$ cat src/rtl/csr_pkg.sv
// Register map, field widths and reset constants for the csr block.
package csr_pkg;

    localparam int unsigned ADDR_W   = 8;
    localparam int unsigned DATA_W   = 32;
    localparam int unsigned CTRL_W   = 3;
    localparam int unsigned DIM_W    = 8;
    localparam int unsigned IDX_W    = 16;
    localparam int unsigned BUFF_W   = 4;
    localparam int unsigned SCALE_W  = 32;
    localparam int unsigned PKT_W    = 16;
    localparam int unsigned STATUS_W = 3;

    localparam logic [ADDR_W-1:0] CSR_CTRL    = 8'h00;
    localparam logic [ADDR_W-1:0] CSR_M       = 8'h04;
    localparam logic [ADDR_W-1:0] CSR_N       = 8'h08;
    localparam logic [ADDR_W-1:0] CSR_K       = 8'h0C;
    localparam logic [ADDR_W-1:0] CSR_TM      = 8'h10;
    localparam logic [ADDR_W-1:0] CSR_TN      = 8'h14;
    localparam logic [ADDR_W-1:0] CSR_TK      = 8'h18;
    localparam logic [ADDR_W-1:0] CSR_M_IDX   = 8'h1C;
    localparam logic [ADDR_W-1:0] CSR_N_IDX   = 8'h20;
    localparam logic [ADDR_W-1:0] CSR_K_IDX   = 8'h24;
    localparam logic [ADDR_W-1:0] CSR_BUFF    = 8'h28;
    localparam logic [ADDR_W-1:0] CSR_SA      = 8'h2C;
    localparam logic [ADDR_W-1:0] CSR_SW      = 8'h30;
    localparam logic [ADDR_W-1:0] CSR_PKT_LEN = 8'h34;
    localparam logic [ADDR_W-1:0] CSR_CRC_EN  = 8'h38;
    localparam logic [ADDR_W-1:0] CSR_STATUS  = 8'h3C;

    localparam logic [PKT_W-1:0]  PKT_LEN_RST_DEF   = 16'd256;
    localparam logic [DATA_W-1:0] UNMAPPED_DEADBEEF = 32'hDEADBEEF;

endpackage

$ cat src/rtl/csr.sv
// Flat control/status register file with zero-latency write visibility.
// Define CSR_UNMAPPED_DEADBEEF_EN to make unmapped reads return 32'hDEADBEEF instead of 0.
module csr
    import csr_pkg::*;
#(
    parameter logic [PKT_W-1:0] PKT_LEN_RST = PKT_LEN_RST_DEF
) (
    input  logic                clk,
    input  logic                rst_n,
    input  logic                wr_en,
    input  logic                rd_en,
    input  logic [ADDR_W-1:0]   addr,
    input  logic [DATA_W-1:0]   wdata,
    output logic [DATA_W-1:0]   rdata,
    output logic [CTRL_W-1:0]   ctrl,
    output logic [DIM_W-1:0]    M,
    output logic [DIM_W-1:0]    N,
    output logic [DIM_W-1:0]    K,
    output logic [DIM_W-1:0]    Tm,
    output logic [DIM_W-1:0]    Tn,
    output logic [DIM_W-1:0]    Tk,
    output logic [IDX_W-1:0]    m_idx,
    output logic [IDX_W-1:0]    n_idx,
    output logic [IDX_W-1:0]    k_idx,
    output logic                bank_sel_wr_A,
    output logic                bank_sel_wr_B,
    output logic                bank_sel_rd_A,
    output logic                bank_sel_rd_B,
    output logic [7:0]          Sa,
    output logic [7:0]          Sw,
    output logic [PKT_W-1:0]    pkt_len_max,
    output logic                crc_en,
    output logic [STATUS_W-1:0] status
);

    logic [CTRL_W-1:0]   ctrl_q;
    logic [DIM_W-1:0]    m_q, n_q, k_q, tm_q, tn_q, tk_q;
    logic [IDX_W-1:0]    m_idx_q, n_idx_q, k_idx_q;
    logic [BUFF_W-1:0]   buff_q;
    logic [SCALE_W-1:0]  sa_q, sw_q;
    logic [PKT_W-1:0]    pkt_len_q;
    logic                crc_en_q;
    logic [STATUS_W-1:0] status_q;
    logic [DATA_W-1:0]   unmapped_val;

    // Reads have no side effects, so the strobe carries no information here.
    logic unused_rd_en;
    assign unused_rd_en = rd_en;

`ifdef CSR_UNMAPPED_DEADBEEF_EN
    assign unmapped_val = UNMAPPED_DEADBEEF;
`else
    assign unmapped_val = '0;
`endif

    // Write decode; unaligned or out-of-map addresses match no item and are dropped.
    always_ff @(posedge clk or negedge rst_n) begin
        if (!rst_n) begin
            ctrl_q    <= '0;
            m_q       <= '0;
            n_q       <= '0;
            k_q       <= '0;
            tm_q      <= '0;
            tn_q      <= '0;
            tk_q      <= '0;
            m_idx_q   <= '0;
            n_idx_q   <= '0;
            k_idx_q   <= '0;
            buff_q    <= '0;
            sa_q      <= '0;
            sw_q      <= '0;
            pkt_len_q <= PKT_LEN_RST;
            crc_en_q  <= 1'b0;
            status_q  <= '0;
        end else if (wr_en) begin
            case (addr)
                CSR_CTRL:    ctrl_q    <= wdata[CTRL_W-1:0];
                CSR_M:       m_q       <= wdata[DIM_W-1:0];
                CSR_N:       n_q       <= wdata[DIM_W-1:0];
                CSR_K:       k_q       <= wdata[DIM_W-1:0];
                CSR_TM:      tm_q      <= wdata[DIM_W-1:0];
                CSR_TN:      tn_q      <= wdata[DIM_W-1:0];
                CSR_TK:      tk_q      <= wdata[DIM_W-1:0];
                CSR_M_IDX:   m_idx_q   <= wdata[IDX_W-1:0];
                CSR_N_IDX:   n_idx_q   <= wdata[IDX_W-1:0];
                CSR_K_IDX:   k_idx_q   <= wdata[IDX_W-1:0];
                CSR_BUFF:    buff_q    <= wdata[BUFF_W-1:0];
                CSR_SA:      sa_q      <= wdata[SCALE_W-1:0];
                CSR_SW:      sw_q      <= wdata[SCALE_W-1:0];
                CSR_PKT_LEN: pkt_len_q <= wdata[PKT_W-1:0];
                CSR_CRC_EN:  crc_en_q  <= wdata[0];
                CSR_STATUS:  status_q  <= wdata[STATUS_W-1:0];
                default: ;
            endcase
        end
    end

    // Read mux depends on addr only.
    always_comb begin
        rdata = unmapped_val;
        case (addr)
            CSR_CTRL:    rdata = DATA_W'(ctrl_q);
            CSR_M:       rdata = DATA_W'(m_q);
            CSR_N:       rdata = DATA_W'(n_q);
            CSR_K:       rdata = DATA_W'(k_q);
            CSR_TM:      rdata = DATA_W'(tm_q);
            CSR_TN:      rdata = DATA_W'(tn_q);
            CSR_TK:      rdata = DATA_W'(tk_q);
            CSR_M_IDX:   rdata = DATA_W'(m_idx_q);
            CSR_N_IDX:   rdata = DATA_W'(n_idx_q);
            CSR_K_IDX:   rdata = DATA_W'(k_idx_q);
            CSR_BUFF:    rdata = DATA_W'(buff_q);
            CSR_SA:      rdata = sa_q;
            CSR_SW:      rdata = sw_q;
            CSR_PKT_LEN: rdata = DATA_W'(pkt_len_q);
            CSR_CRC_EN:  rdata = DATA_W'(crc_en_q);
            CSR_STATUS:  rdata = DATA_W'(status_q);
            default:     rdata = unmapped_val;
        endcase
    end

    assign ctrl          = ctrl_q;
    assign M             = m_q;
    assign N             = n_q;
    assign K             = k_q;
    assign Tm            = tm_q;
    assign Tn            = tn_q;
    assign Tk            = tk_q;
    assign m_idx         = m_idx_q;
    assign n_idx         = n_idx_q;
    assign k_idx         = k_idx_q;
    assign bank_sel_wr_A = buff_q[0];
    assign bank_sel_wr_B = buff_q[1];
    assign bank_sel_rd_A = buff_q[2];
    assign bank_sel_rd_B = buff_q[3];
    assign Sa            = sa_q[7:0];
    assign Sw            = sw_q[7:0];
    assign pkt_len_max   = pkt_len_q;
    assign crc_en        = crc_en_q;
    assign status        = status_q;

endmodule

$ cat config.mk
export PLATFORM = sky130hd
export DESIGN_NAME = csr
export DESIGN_NICKNAME = d
export VERILOG_FILES = /design/src/rtl/csr_pkg.sv /design/src/rtl/csr.sv
export SDC_FILE = /design/constraint.sdc
export NUM_CORES = 1
export LEC_CHECK = 0
export ABC_AREA = 1
export ABC_CLOCK_PERIOD_IN_PS = 2210
export CORE_MARGIN = 4
export CORE_UTILIZATION = 45
export CTS_CLUSTER_DIAMETER = 30
export DETAILED_ROUTE_END_ITERATION = 8
export GPL_ROUTABILITY_DRIVEN = 0
export PLACE_DENSITY = 0.8
export SLEW_MARGIN = 15
export SYNTH_ARGS = -nofsm -noshare
export SYNTH_HDL_FRONTEND = slang
export SYNTH_SLANG_ARGS = --single-unit
$ cat constraint.sdc
create_clock -name clk -period 2.21 [get_ports clk]
set_input_delay 0.663 -clock clk [delete_from_list [all_inputs] [get_ports clk]]
set_output_delay 0.663 -clock clk [all_outputs]
set_load 0.01 [all_outputs]
# Yosys cells after proc, flatten, opt, wreduce, memory -nomap -nowiden
# Index checks and enable logic that the tools add are counted.
# W data, S select, Z words.
[classes] mux=1 n_reduce_logical=17 eq_ne=15
[ops] cell="$pmux W32 S16" count=1
[ops] cell="$eq A8 B6 Y1 const B" count=8
[ops] cell="$eq A8 B5 Y1 const B" count=4
[ops] cell="$reduce_and A2 Y1" count=16
[ops] cell="$eq A8 B4 Y1 const B" count=2
[ops] cell="$eq A8 B3 Y1 const B" count=1
[ops] cell="$logic_not A8 Y1" count=1
[totals] out_inout_bits=171 register_bits=187 elab_cells=49

# Depth between registers and ports, before layout
# Gate-level depths: netlist of the first run.
[logic_depth] word_depth=2 depth_mapped=10 ltp_nobuf=9

# Worst setup path after synthesis of the first run
# No wires, ideal clock.
[synth_timing] kind="input port to output port" from="in addr[1]" to="out rdata[10]" setup_slack_ns=-0.071 arrival_time_ns=1.618 path_buffers=2 required_time_ns=1.547 cell_stages=9 cell_sequence="nor2_4 nand3_2 nor2_1 buf_4 buf_4 nand2_1 nand2_1 nor2_1 nand3_1"
[synth_between] elab_chain_cells=2 word_cells_on_any_way=17 classes_between="eq/ne (15); mux (1); reduce/logical (1)"
[synth_lines] item="start, declared" line="csr.sv:12" source="input logic [ADDR_W-1:0] addr,"
[synth_lines] item="$eq A8 B6 Y1 (tied with other cells)" line="csr.sv:101" source="case (addr)"
[synth_lines] item="$pmux W32 S16 (*)" line="csr.sv:101"
[synth_lines] item="end, declared" line="csr.sv:14" source="output logic [DATA_W-1:0] rdata,"
# Every way passes the cells marked *; elsewhere a longest branch is shown, timed or not.

# Worst setup path in the final report of the first run
[layout_timing] from="in addr[0]" to="out rdata[4]"
# The elaborated chain is that of the path after synthesis.

==> flow_summary_export.csv, run 1 <==
group,metric,value,unit
clocking,clockRootBuffer,"clkbuf_16",
global_routing,grt_max_degree,71,
floorplan,io_pins,215,
timing,hold_viol_final,0,
layout,diodes,0,
timing,slew_headroom,65.8,%
synthesis,syn_inst,1047,
floorplan,start_util,45.9,%
pwr,p_comb_share,11.4,%
setup_path,rrSetupSlack,1.39,ns
timing,setup_violations,32,
pwr,power.density,603,mW/mm2
timing,period_needed,2.72,ns
synthesis,synth_warnings,0,
floorplan,coreArea,0.0188,mm2
routing,postRouteAntennaNets,0,
run_status,violations,"setup timing",
global_routing,antenna_found_initial,0,
clocking,clk_latency,0.43,ns
global_routing,grtUsageTotal,26.5,%
clocking,cts_buffers,17,
synthesis,synth_seq_cells,187,
setup_path,rr_endpoint,"m_idx[1]",
timing,clock.fmax,368,MHz
synthesis,synth.distinct_cells,21,
timing,fin_ws,-0.508,ns
floorplan,dieArea,0.0214,mm2
pwr,seqPwrFrac,49.3,%
setup_path,crit_fanout,6,
clocking,clk_pin_slew,0.07,ns
routing,firstDrtPassIters,6,
layout,fillCellCount,1442,
pwr,switchingPower,1950,uW
setup_path,critPathLaunchType,"primary input",
pwr,clockPowerShare,39.2,%
routing,drtIter0Drc,949,
layout,final_layout_size_suffix_gt1_share,20.2,%
synthesis,syn-num-nets,1091,
clocking,cts_tree,"done",
timing,skew,0,ns
routing,vias,8507,
setup_path,r2r_start,"m_idx[1]",
pwr,peakVddDrop,0.577,mV
layout,area_growth,46.5,%
floorplan,die_width,146,um
pwr,power.switching_fraction,25.6,%
placement,port_buffers,213,
floorplan,die-height,146,um
floorplan,rows,50,
min_path,hold_class,"in -> async",
placement,place_hpwl,19200,um
setup_path,crit_type,"in -> out",
synthesis,synth-seq-area-share,54.4,%
synthesis,syn_area_per_cell,8.22,um2
clocking,cts.sinks,187,
global_routing,grt_pass1_wl,44800,um
routing,drc,0,
timing,post-route-period-util,123,%
clocking,cts_hold_buffers,0,
setup_path,worstPathRequired,1.55,ns
routing,wirelength,29300,um
global_routing,grt_pass1_vias,8132,
routing,avgRoutedWirePerCell,18.8,um
clocking,htreeDepth,4,
timing,rsz0062_at_grt,"true",
pwr,cell_internal_pwr,5660,uW
setup_path,reg2reg_depth,3,
clocking,cts_buffer_depth,2,
run_status,status,"finished with violations",
layout,fin_util,67.2,%
setup_path,end_kind,"primary output",
global_routing,grt-ovfl-total,0,
timing,drv_slew,0,
synthesis,netlist_area,0.00861,mm2
layout,nNetsFinal,1359,
pwr,leakage,0.00610,uW
setup_path,arrival,2.05,ns
flow_run,max_cap_violations,0,
timing,worstMarginPinSlew,0.512,ns
timing,holdWs,0.0712,ns
routing,avgViaCountPerCell,5.45,
==> repair_timing <==
action                                  CTS  global route
resized for setup                       210            67
buffers inserted                         30            13
gates cloned                              4             1
pin swaps                                22            53
hold endpoints to repair                  0             0
endpoints found under the setup margin   32            33
==> layout make-up <==
class	instances	area (um2)	share of cell area (%)
inverters	70	269	2.13
clock buffers	21	460	3.65
multi-input cells	719	3520	27.9
flip-flops and latches	187	4680	37.1
well taps	234	293	2.32
repair buffers	320	3280	26.0
clock inverters	11	111	0.883
==> worst max-delay path, stage by stage <==
cell     delay [ns]
buf_8          0.10
nor2_4         0.18
buf_6          0.15
nand3_4        0.10
buf_6          0.14
nor2_4         0.16
buf_12         0.15
nand2_1        0.06
o21ai_2        0.06
nor2_2         0.05
nand3_1        0.08
buf_2          0.13
==> power groups by stage <==
stage / combinational [uW] / clock, uW / sequential (uW)
2_1_floorplan: 242 / 0 / 3820
3_3_place_gp: 802 / 0 / 3800
3_5_place_dp: 822 / 0 / 3800
4_1_cts: 854 / 3010 / 3740
5_1_grt: 944 / 3160 / 3770
6_report: 869 / 2980 / 3750
==> how the worst max path moves through the flow <==
stage	startpoint	end	slack, ns	cells after the start
floorplan	addr[0]	rdata[10]	-0.007	9
global placement	addr[0]	rdata[7]	-1.16	10
detailed placement	addr[4]	rdata[6]	-1.20	10
CTS	addr[1]	rdata[13]	-0.46	13
global route	addr[0]	rdata[5]	-0.58	12
finish	addr[0]	rdata[4]	-0.51	12
==> sequential cells by signal, summed over array words and instances, names as in the netlist <==
| name | flops |
|---|---|
| sa_q | 32 |
| sw_q | 32 |
| k_idx | 16 |
| m_idx | 16 |
| n_idx | 16 |
| pkt_len_max | 16 |
| K | 8 |
| M | 8 |
| N | 8 |
| Tk | 8 |
| Tm | 8 |
| Tn | 8 |
| buff_q | 4 |
| ctrl | 3 |
| status | 3 |
| crc_en | 1 |
==> layout by cell type, fill, tap and decap left out, types with 29 or more instances in the layout <==
cell type / Yosys / final
nand2_1: 382 / 349
buf_4: 20 / 55
nand2_2: 11 / 38
buf_6: 1 / 29
nand3_1: 62 / 55
buf_2: 38 / 30
clkdlybuf4s50_1: 0 / 171
inv_1: 68 / 64
dfrtp_1: 186 / 186
o21ai_0: 105 / 102
o21ai_1: 78 / 79
==> metrics by stage <==
stage / setup slack [ns] / power [uW] / TNS (ns) / cells / instance area, um2
2_1_floorplan: -0.00711 / 4060 / -0.0168 / 1047 / 8660
3_3_place_gp: -1.16 / 4600 / -66.00 / 1487 / 11400
3_5_place_dp: -1.20 / 4630 / -73.92 / 1487 / 11400
4_1_cts: -0.462 / 7610 / -11.44 / 1553 / 12300
5_1_grt: -0.584 / 7870 / -15.01 / 1562 / 12600
6_report: -0.508 / 7610 / -13.19 / 1562 / 12600
==> routing by layer <==
layer  up-vias  global-route usage (%)  part of all wire (%)
li1       3885                       -                     -
met5         -                       0                     0
met1      4077                    34.6                    40
met2       458                    41.9                    48
met4         0                    12.3                   3.9
met3        87                    6.73                   8.6
==> synthesized netlist by cell type (all sizes together) <==
master / n / area (um2)
dfrtp: 186 / 4650
dfstp: 1 / 26.3
o21ai: 183 / 916
clkbuf: 12 / 45.0
nor2: 51 / 282
nor3: 1 / 10.0
nand3: 66 / 350
nand4: 1 / 6.26
buf: 59 / 352
o21a: 8 / 60.1
a22o: 16 / 140
nand2: 393 / 1500
inv: 70 / 263
==> cell families (layout without fill, tap and decap cells) <==
logic type	count (synthesis)	count (layout)	share of synthesized area (%)
AND/OR/NAND/NOR	512	512	25.0
AO/OA/AOI/OAI	207	207	13.0
flip-flops	187	187	54.4
buffers and inverters	141	422	7.66
Power figures use the tool's default switching activity.
==> inputs of run 2 (changes only) <==
--- a/config.mk
+++ b/config.mk
@@ -9,7 +9,6 @@
 export ABC_CLOCK_PERIOD_IN_PS = 2210
 export CORE_MARGIN = 4
 export CORE_UTILIZATION = 45
-export CTS_CLUSTER_DIAMETER = 30
 export DETAILED_ROUTE_END_ITERATION = 8
 export GPL_ROUTABILITY_DRIVEN = 0
 export PLACE_DENSITY = 0.8
==> results of run 2 <==
Final layout, timing and power as in run 1 (identical DEF).
